<file path="config.mk">
export PLATFORM = sky130hd
export DESIGN_NAME = matrix_job_loader
export DESIGN_NICKNAME = d
export VERILOG_FILES = /design/src/rtl/matrix_pkg.sv /design/src/rtl/job_conf_decode.sv /design/src/rtl/matrix_job_loader.sv
export SDC_FILE = /design/constraint.sdc
export NUM_CORES = 1
export LEC_CHECK = 0
export BUFFER_PORTS_ARGS = -buffer_cell sky130_fd_sc_hd__buf_2
export CORE_AREA = 3 3 154 156
export DETAILED_ROUTE_END_ITERATION = 12
export DIE_AREA = 0 0 157 159
export GPL_TIMING_DRIVEN = 1
export PLACE_DENSITY = 0.81
export SLEW_MARGIN = 5
export SYNTH_ARGS = -nofsm -noshare
export SYNTH_HDL_FRONTEND = slang
export SYNTH_HIERARCHICAL = 1
export SYNTH_SLANG_ARGS = --single-unit
</file>
<file path="constraint.sdc">
create_clock -name clk -period 13.7 [get_ports clk]
set_input_delay 2.74 -clock clk [delete_from_list [all_inputs] [get_ports clk]]
set_output_delay 2.74 -clock clk [all_outputs]
set_load 0.005 [all_outputs]
</file>
<file path="src/rtl/matrix_pkg.sv">
// Shared types and constants for the matrix job loader and its conf decoder.
// Latency: none, declarations only.
// Backpressure: not applicable.
package matrix_pkg;

    // Loader sequencing states
    typedef enum logic [2:0] {
        ST_IDLE,
        ST_LOAD_A,
        ST_LOAD_B,
        ST_KICK,
        ST_WAIT,
        ST_RD_ISSUE,
        ST_RD_HOLD
    } state_t;

    // Conf word field positions
    localparam int M_HI = 31;
    localparam int M_LO = 22;
    localparam int K_HI = 21;
    localparam int K_LO = 12;
    localparam int P_HI = 11;
    localparam int P_LO = 2;

    // Fixed RAM layout below the matrix area
    localparam int CONF_ADDR   = 0;
    localparam int STATUS_ADDR = 1;
    localparam int A_BASE      = 2;

    // Status word that tells the multiplier to start
    localparam logic [31:0] START_WORD = 32'h8000_0000;

endpackage

</file>
<file path="src/rtl/job_conf_decode.sv">
// Extracts m/k/p from a conf word, checks each is in 1..2**N, forms m*k, k*p, m*p.
// Latency: purely combinational.
// Backpressure: none; results follow the input word.
module job_conf_decode import matrix_pkg::*; #(
    parameter int N = 5
) (
    input  logic [31:0]  conf_dat,
    output logic         conf_vld,
    output logic [2*N:0] mk,
    output logic [2*N:0] kp,
    output logic [2*N:0] mp
);
    localparam int FW = M_HI - M_LO + 1;
    localparam int CW = 2*N + 1;
    localparam logic [FW-1:0] DIM_MAX = FW'(2**N);

    logic [FW-1:0] m_raw;
    logic [FW-1:0] k_raw;
    logic [FW-1:0] p_raw;
    logic [CW-1:0] m_w;
    logic [CW-1:0] k_w;
    logic [CW-1:0] p_w;
    logic          unused_conf_bits;

    // The two low bits of the conf word carry no field
    assign unused_conf_bits = ^conf_dat[P_LO-1:0];

    // Field extraction, range check and dimension products
    always_comb begin
        m_raw    = conf_dat[M_HI:M_LO];
        k_raw    = conf_dat[K_HI:K_LO];
        p_raw    = conf_dat[P_HI:P_LO];
        conf_vld = (m_raw != '0) && (m_raw <= DIM_MAX) &&
                   (k_raw != '0) && (k_raw <= DIM_MAX) &&
                   (p_raw != '0) && (p_raw <= DIM_MAX);
        // Products only matter for a valid conf, where each factor is <= 2**N
        // and the product fits in 2N+1 bits.
        m_w = CW'(m_raw);
        k_w = CW'(k_raw);
        p_w = CW'(p_raw);
        mk  = m_w * k_w;
        kp  = k_w * p_w;
        mp  = m_w * p_w;
    end

endmodule

</file>
<file path="src/rtl/matrix_job_loader.sv">
// Loads conf/A/B into the shared job RAM, starts the multiplier, streams the result back.
// Latency: RAM write one cycle after each input handshake; result word two cycles per word minimum.
// Backpressure: in_ready drops outside IDLE/LOAD; out_valid/out_data hold until out_ready. Option: LOADER_TIMEOUT_EN.
module matrix_job_loader import matrix_pkg::*; #(
    parameter int N        = 5,
    parameter int S        = 2*N + 2,
    parameter int RES_BASE = 3 * 2**(2*N)
`ifdef LOADER_TIMEOUT_EN
    ,
    parameter int TIMEOUT_CYCLES = 2**20
`endif
) (
    input  logic         clk,
    input  logic         rst,
    input  logic         in_valid,
    output logic         in_ready,
    input  logic [31:0]  in_data,
    output logic         out_valid,
    input  logic         out_ready,
    output logic [31:0]  out_data,
    output logic         out_last,
    output logic [S-1:0] ram_addr,
    output logic [31:0]  ram_wdata,
    output logic         ram_we,
    input  logic [31:0]  ram_rdata,
    output logic         bus_own,
    input  logic         mm_done,
    output logic         busy,
    output logic         err
);
    localparam int CW = 2*N + 1;
`ifdef LOADER_TIMEOUT_EN
    localparam int TW = $clog2(TIMEOUT_CYCLES + 1);
`endif

    state_t        state_q, state_d;
    logic [CW-1:0] idx_q, idx_d;
    logic [CW-1:0] ridx_q, ridx_d;
    logic [31:0]   conf_q, conf_d;
    logic [S-1:0]  wr_addr_q, wr_addr_d;
    logic [31:0]   wr_dat_q, wr_dat_d;
    logic          wr_vld_q, wr_vld_d;
    logic          bus_own_q, bus_own_d;
    logic          err_q, err_d;
    logic [31:0]   out_dat_q, out_dat_d;
    logic          hold_q, hold_d;
`ifdef LOADER_TIMEOUT_EN
    logic [TW-1:0] wait_cnt_q, wait_cnt_d;
    logic          wait_expired;
`endif

    logic [31:0]   dec_dat;
    logic          conf_vld;
    logic [CW-1:0] mk, kp, mp;
    logic          in_hs;
    logic          a_last, b_done, r_last;
    logic [S-1:0]  rd_addr;

    // In IDLE the incoming word is the candidate conf; afterwards the stored one rules.
    assign dec_dat = (state_q == ST_IDLE) ? in_data : conf_q;

    job_conf_decode #(.N(N)) u_dec (
        .conf_dat (dec_dat),
        .conf_vld (conf_vld),
        .mk       (mk),
        .kp       (kp),
        .mp       (mp)
    );

    assign in_hs   = in_valid & in_ready;
    assign a_last  = (idx_q == mk - CW'(1));
    assign b_done  = (idx_q == kp);
    assign r_last  = (ridx_q == mp - CW'(1));
    assign rd_addr = S'(RES_BASE) + S'(ridx_q);
`ifdef LOADER_TIMEOUT_EN
    assign wait_expired = (wait_cnt_q == TW'(TIMEOUT_CYCLES - 1));
`endif

    // State register
    always_ff @(posedge clk or negedge rst) begin
        if (!rst) begin
            state_q <= ST_IDLE;
        end else begin
            state_q <= state_d;
        end
    end

    // Datapath registers; bus_own resets to 1 so the loader owns the RAM after reset
    always_ff @(posedge clk or negedge rst) begin
        if (!rst) begin
            idx_q      <= '0;
            ridx_q     <= '0;
            conf_q     <= '0;
            wr_addr_q  <= '0;
            wr_dat_q   <= '0;
            wr_vld_q   <= 1'b0;
            bus_own_q  <= 1'b1;
            err_q      <= 1'b0;
            out_dat_q  <= '0;
            hold_q     <= 1'b0;
`ifdef LOADER_TIMEOUT_EN
            wait_cnt_q <= '0;
`endif
        end else begin
            idx_q      <= idx_d;
            ridx_q     <= ridx_d;
            conf_q     <= conf_d;
            wr_addr_q  <= wr_addr_d;
            wr_dat_q   <= wr_dat_d;
            wr_vld_q   <= wr_vld_d;
            bus_own_q  <= bus_own_d;
            err_q      <= err_d;
            out_dat_q  <= out_dat_d;
            hold_q     <= hold_d;
`ifdef LOADER_TIMEOUT_EN
            wait_cnt_q <= wait_cnt_d;
`endif
        end
    end

    // Next-state sequencing
    always_comb begin
        state_d = state_q;
        case (state_q)
            ST_IDLE:     if (in_hs && conf_vld) state_d = ST_LOAD_A;
            ST_LOAD_A:   if (in_hs && a_last) state_d = ST_LOAD_B;
            // Leave only once the last B write has been presented, so the
            // start write gets the port to itself in KICK.
            ST_LOAD_B:   if (b_done) state_d = ST_KICK;
            ST_KICK:     state_d = ST_WAIT;
            ST_WAIT: begin
                if (mm_done) begin
                    state_d = ST_RD_ISSUE;
                end
`ifdef LOADER_TIMEOUT_EN
                else if (wait_expired) begin
                    state_d = ST_IDLE;
                end
`endif
            end
            ST_RD_ISSUE: state_d = ST_RD_HOLD;
            ST_RD_HOLD:  if (out_ready) state_d = r_last ? ST_IDLE : ST_RD_ISSUE;
            default:     state_d = ST_IDLE;
        endcase
    end

    // Per-state register updates and port outputs
    always_comb begin
        idx_d     = idx_q;
        ridx_d    = ridx_q;
        conf_d    = conf_q;
        wr_addr_d = wr_addr_q;
        wr_dat_d  = wr_dat_q;
        wr_vld_d  = 1'b0;
        bus_own_d = bus_own_q;
        err_d     = err_q;
        out_dat_d = out_dat_q;
        hold_d    = hold_q;
`ifdef LOADER_TIMEOUT_EN
        wait_cnt_d = wait_cnt_q;
`endif

        case (state_q)
            ST_IDLE, ST_LOAD_A: in_ready = rst;
            ST_LOAD_B:          in_ready = rst && (idx_q < kp);
            default:            in_ready = 1'b0;
        endcase

        case (state_q)
            ST_IDLE: begin
                if (in_hs) begin
                    if (conf_vld) begin
                        conf_d    = in_data;
                        err_d     = 1'b0;
                        wr_addr_d = S'(CONF_ADDR);
                        wr_dat_d  = in_data;
                        wr_vld_d  = 1'b1;
                        idx_d     = '0;
                    end else begin
                        err_d = 1'b1;
                    end
                end
            end
            ST_LOAD_A: begin
                if (in_hs) begin
                    wr_addr_d = S'(A_BASE) + S'(idx_q);
                    wr_dat_d  = in_data;
                    wr_vld_d  = 1'b1;
                    idx_d     = a_last ? '0 : idx_q + CW'(1);
                end
            end
            ST_LOAD_B: begin
                if (in_hs) begin
                    wr_addr_d = S'(A_BASE) + S'(mk) + S'(idx_q);
                    wr_dat_d  = in_data;
                    wr_vld_d  = 1'b1;
                    idx_d     = idx_q + CW'(1);
                end else if (b_done) begin
                    wr_addr_d = S'(STATUS_ADDR);
                    wr_dat_d  = START_WORD;
                    wr_vld_d  = 1'b1;
                end
            end
            ST_KICK: begin
                // Start write is on the port this cycle; hand over from the next one.
                bus_own_d = 1'b0;
`ifdef LOADER_TIMEOUT_EN
                wait_cnt_d = '0;
`endif
            end
            ST_WAIT: begin
                if (mm_done) begin
                    bus_own_d = 1'b1;
                    ridx_d    = '0;
                end
`ifdef LOADER_TIMEOUT_EN
                else if (wait_expired) begin
                    err_d     = 1'b1;
                    bus_own_d = 1'b1;
                end else begin
                    wait_cnt_d = wait_cnt_q + TW'(1);
                end
`endif
            end
            ST_RD_ISSUE: hold_d = 1'b0;
            ST_RD_HOLD: begin
                // First hold cycle shows RAM data directly; keep a copy for any stall.
                if (!hold_q) begin
                    out_dat_d = ram_rdata;
                    hold_d    = 1'b1;
                end
                if (out_ready) begin
                    hold_d = 1'b0;
                    ridx_d = ridx_q + CW'(1);
                end
            end
            default: ;
        endcase

        // Keep the read address on the port through the hold so nothing else is read.
        ram_addr  = (state_q == ST_RD_ISSUE || state_q == ST_RD_HOLD) ? rd_addr : wr_addr_q;
        ram_wdata = wr_dat_q;
        ram_we    = wr_vld_q;
        out_valid = (state_q == ST_RD_HOLD);
        out_data  = hold_q ? out_dat_q : ram_rdata;
        out_last  = (state_q == ST_RD_HOLD) && r_last;
        bus_own   = bus_own_q;
        busy      = (state_q != ST_IDLE);
        err       = err_q;
    end

endmodule

</file>
==> impl_table.tex <==
\begin{tabular}{lr}
\hline
Metric & Value \\
\hline
\multicolumn{2}{l}{\textbf{Pwr}} \\
\quad P\_leak & $\sim$0.0074 uW \\
\quad Net Sw Frac & 0.417 \\
\quad Net switching power figure & slightly below 1000 uW \\
\quad Part of the power in registers & 0.281 \\
\quad Clock network fraction of design power & 0.200 \\
\quad Internal portion of total power & between 1000 and 1500 uW \\
\quad Power density of the placed cells & $\sim$160 nW/um\^{}2 \\
\quad Share of total power in combinational logic & 0.519 \\
\quad Maximum resistive drop on vdd & around 0.00010 V \\
\multicolumn{2}{l}{\textbf{Route}} \\
\quad Mean routed wirelength per cell & between 15 and 20 um \\
\quad Number of search-and-repair iterations in the first detailed-routing pass & 5 \\
\quad Count of vias placed by the detailed router & 10944 \\
\quad Routed via count divided by cell count & between 5 and 6 \\
\quad Total routed wirelength & between 30000 and 40000 um \\
\quad 1st-iter DRT viols & 777 \\
\quad Final routed DRC violation total & 0 \\
\quad Antenna violation net count after detailed routing & 0 \\
\multicolumn{2}{l}{\textbf{Clock tree}} \\
\quad Post-CTS setup buffer count & 0 \\
\quad CTS tree & yes \\
\quad Clock insertion delay at the later pin of the skew report & 0.42 ns \\
\quad CTS H-Tree Depth & 4 \\
\quad Master cell of the clock root buffer & sky130\_fd\_sc\_hd\_\_clkbuf\_16 \\
\quad Bufs on Longest Clock Path & 2 \\
\quad CTS Sinks & around 140 \\
\quad Cts bufs inserted & 17 \\
\quad CTS clock-pin slew for the worst setup and hold paths & roughly 0.060 ns \\
\quad Number of buffers inserted by hold repair at cts & 0 \\
\quad Resized Gates After CTS & 0 \\
\multicolumn{2}{l}{\textbf{Final layout}} \\
\quad Signed area change from the synthesized netlist to the final layout & 11.1\% \\
\quad Number of nets in the layout & roughly 1800 \\
\quad Fin util & 0.657 \\
\quad Proportion of layout cells with a drive suffix above 1 & 0.201 \\
\quad Filler cell count in the final layout & 1771 \\
\quad Ant. Diodes & 0 \\
\multicolumn{2}{l}{\textbf{Setup path}} \\
\quad WP data required & between 10 and 15 ns \\
\quad Reg-to-reg critical path startpoint & state\_q[2] \\
\quad Delay of the slowest cell on the worst path & around 0.55 ns \\
\quad Reg2Reg Depth & 27 \\
\quad Dominant cell type by count on the critical path & sky130\_fd\_sc\_hd\_\_xnor2\_1 \\
\quad Family with the most delay on the worst path & adder cells \\
\quad Cell-by-cell listing of the critical path & buf\_2 -> mux2\_2 -> nand2\_1 -> fa\_1 -> fa\_1 -> fa\_1 -> inv\_1 -> fa\_1 -> fa\_1 -> xnor2\_1 -> xnor2\_1 -> xnor2\_1 -> xnor2\_1 -> xnor2\_1 -> xnor2\_1 -> inv\_1 -> ha\_1 -> nand4\_1 -> or2\_2 -> a21oi\_1 -> o22ai\_1 -> and2\_1 -> buf\_2 \\
\quad Startpoint types & primary input \\
\quad Critical path fanouts, max & 21 \\
\quad Type of the worst setup path & primary input to output pin \\
\quad Slack of the worst reg-to-reg path & between 5 and 6 ns \\
\quad Worst reg2reg endpoint & wr\_addr\_q[6] \\
\quad Critical path data arrival time & approximately 8.6 ns \\
\quad Slowest CP cell & sky130\_fd\_sc\_hd\_\_fa\_1 \\
\quad Crit end category & output pin \\
\quad Buf/Inv on CP & 4 \\
\multicolumn{2}{l}{\textbf{Worst hold path}} \\
\quad Hold EP & conf\_q[21] \\
\quad Count of cells along the worst hold path & 2 \\
\quad Hold/Removal Path Class & flop to flop \\
\quad Startpoint of the worst hold path & conf\_q[21] \\
\multicolumn{2}{l}{\textbf{STA}} \\
\quad Post-route clock skew & approximately 0.0095 ns \\
\quad Max transition margin & 0.165 \\
\quad Shortest clock period the worst path allows after layout & approximately 11 ns \\
\quad Number of pins exceeding their max-slew limit in the final report & 0 \\
\quad Slew at the pin closest to its max-slew limit & $\sim$1.3 ns \\
\quad RSZ-0062 raised after global routing & false \\
\quad Aggregate negative setup slack & 0 ns \\
\quad Total of endpoints with negative setup slack in the final report & 0 \\
\quad Highest clock rate & approximately 90 MHz \\
\quad Final hold violation count & 0 \\
\quad Final Cycle Share & 0.831 \\
\multicolumn{2}{l}{\textbf{Die}} \\
\quad Die height & around 160 um \\
\quad Initial cell density of the core & 0.592 \\
\quad Site row count & between 50 and 60 \\
\quad Die Footprint & between 20000 and 25000 um\^{}2 \\
\quad Die X & $\sim$160 um \\
\quad Top-level I/O count & approximately 150 \\
\quad Core footprint & about 23000 um\^{}2 \\
\multicolumn{2}{l}{\textbf{Placed design}} \\
\quad Gp weighted congestion & between 0.9 and 1 \\
\quad Count of input and output buffers & approximately 150 \\
\quad HPWL Detailed & approximately 24000 um \\
\multicolumn{2}{l}{\textbf{Synth}} \\
\quad Synth Instances & between 1000 and 1500 \\
\quad Netlist Area Pre-Place & approximately 13000 um\^{}2 \\
\quad YS warnings & 6 \\
\quad Post-synthesis average cell area & approximately 9.1 um\^{}2 \\
\quad Net count of the mapped netlist & roughly 1700 \\
\multicolumn{2}{l}{\textbf{Global route}} \\
\quad Aggregate global-route resource usage & 0.262 \\
\quad Total global routing overflow & 0 \\
\quad Global-route wire length before repair & 53500 um \\
\quad Antenna violations before repair & 0 \\
\quad Vias in the first global route & 11171 \\
\quad Largest net degree at the start of global routing & a little under 80 \\
\multicolumn{2}{l}{\textbf{Run status}} \\
\quad Status & finished, final reports clean \\
\multicolumn{2}{l}{\textbf{Run}} \\
\quad Maximum Capacitance Violations & 0 \\
\hline
\end{tabular}
## registers in the layout, indices dropped and copies added (netlist names)
signal	count
conf_q	30
err	1
bus_own	1
ridx_q	11
state_q	3
wr_addr_q	12
idx_q	11
hold_q	1
out_dat_q	32
ram_we	1
ram_wdata	32
## through the flow
step / hold WS (ns) / power (uW) / setup WS [ns] / instance area (um^2) / std cells
after floorplan: 0.440 / 1530 / 2.79 / 13300 / 1456
after global placement: 0.451 / 1830 / 2.54 / 14200 / 1821
after detailed placement: 0.457 / 1870 / 2.41 / 14200 / 1821
after CTS: 0.472 / 2360 / 2.36 / 14800 / 1852
after global routing: 0.500 / 2530 / 2.06 / 14800 / 1852
final: 0.468 / 2360 / 2.32 / 14800 / 1852
## how the worst max path moves through the flow
stage | startpoint | end | slack [ns] | cells after the start
2_1_floorplan | in_data[3] | in_ready | 2.79 | 27
3_3_place_gp | in_data[5] | in_ready | 2.54 | 27
3_5_place_dp | in_data[12] | in_ready | 2.41 | 23
4_1_cts | in_data[12] | in_ready | 2.36 | 23
5_1_grt | in_data[13] | in_ready | 2.06 | 23
6_report | in_data[13] | in_ready | 2.32 | 23
## power by group through the flow
| stage | registers (uW) | clock network [uW] | logic (uW) |
|---|---|---|---|
| 2_1_floorplan | 616 | 0 | 914 |
| 3_3_place_gp | 658 | 0 | 1170 |
| 3_5_place_dp | 664 | 0 | 1210 |
| 4_1_cts | 662 | 479 | 1220 |
| 5_1_grt | 684 | 493 | 1360 |
| 6_report | 664 | 473 | 1230 |
## routing by layer
metal | vias to the layer above | wire [um] | track usage
li1 | 5041 | - | -
met1 | 5274 | 13700 | 0.335
met2 | 520 | 15400 | 0.436
met3 | 109 | 2290 | 0.0481
met4 | 0 | 1300 | 0.111
met5 | - | 0 | 0
## final cells by class
class	count	area, um^2	area share
multi-input combinational	1106	9120	0.617
inverter	136	510	0.0345
clock buffer	21	480	0.0325
sequential	135	3380	0.228
timing repair buffer	159	822	0.0556
clock inverter	10	120	0.00812
tap	285	357	0.0241
## worst reg2reg max path: cells and delay by family, from the launching register on
kind / cells / cell delay, ns
AO/OA/AOI/OAI: 3 / 0.46
XOR/XNOR: 6 / 1.02
adder cells (fa/ha/maj): 6 / 2.86
buffers and inverters: 5 / 1.37
flip-flops: 1 / 0.64
multiplexers: 1 / 0.61
AND/OR/NAND/NOR: 6 / 1.08
## layout by cell type (no fill, tap or decap), types with 3 or more instances in the layout
cell and count:
sky130_fd_sc_hd__nand3_1 24, sky130_fd_sc_hd__o21ai_0 21, sky130_fd_sc_hd__nor4_1 8, sky130_fd_sc_hd__o21bai_1 3
sky130_fd_sc_hd__a22o_1 34, sky130_fd_sc_hd__a21boi_0 4, sky130_fd_sc_hd__and2_2 4, sky130_fd_sc_hd__and3_1 17
sky130_fd_sc_hd__dfrtp_1 134, sky130_fd_sc_hd__mux2_2 102, sky130_fd_sc_hd__nand4_1 8, sky130_fd_sc_hd__o211ai_1 9
sky130_fd_sc_hd__buf_4 8, sky130_fd_sc_hd__o21a_1 5, sky130_fd_sc_hd__or2_2 4, sky130_fd_sc_hd__fa_1 91
sky130_fd_sc_hd__a21o_1 9, sky130_fd_sc_hd__xnor2_1 82, sky130_fd_sc_hd__a211oi_1 5, sky130_fd_sc_hd__mux2i_1 5
sky130_fd_sc_hd__nor3_1 16, sky130_fd_sc_hd__or4_1 5, sky130_fd_sc_hd__buf_2 150, sky130_fd_sc_hd__nand2_1 252
sky130_fd_sc_hd__nor2_1 58, sky130_fd_sc_hd__a221oi_1 12, sky130_fd_sc_hd__ha_1 112, sky130_fd_sc_hd__clkbuf_8 4
sky130_fd_sc_hd__o31ai_1 8, sky130_fd_sc_hd__clkbuf_16 17, sky130_fd_sc_hd__or3_1 8, sky130_fd_sc_hd__a21oi_1 36
sky130_fd_sc_hd__inv_1 135, sky130_fd_sc_hd__nor2b_1 16, sky130_fd_sc_hd__o41ai_1 3, sky130_fd_sc_hd__and2_1 65
sky130_fd_sc_hd__clkinv_4 3, sky130_fd_sc_hd__xor2_1 39, sky130_fd_sc_hd__a22oi_1 6
Note: power is estimated with default switching activity, not from simulation.
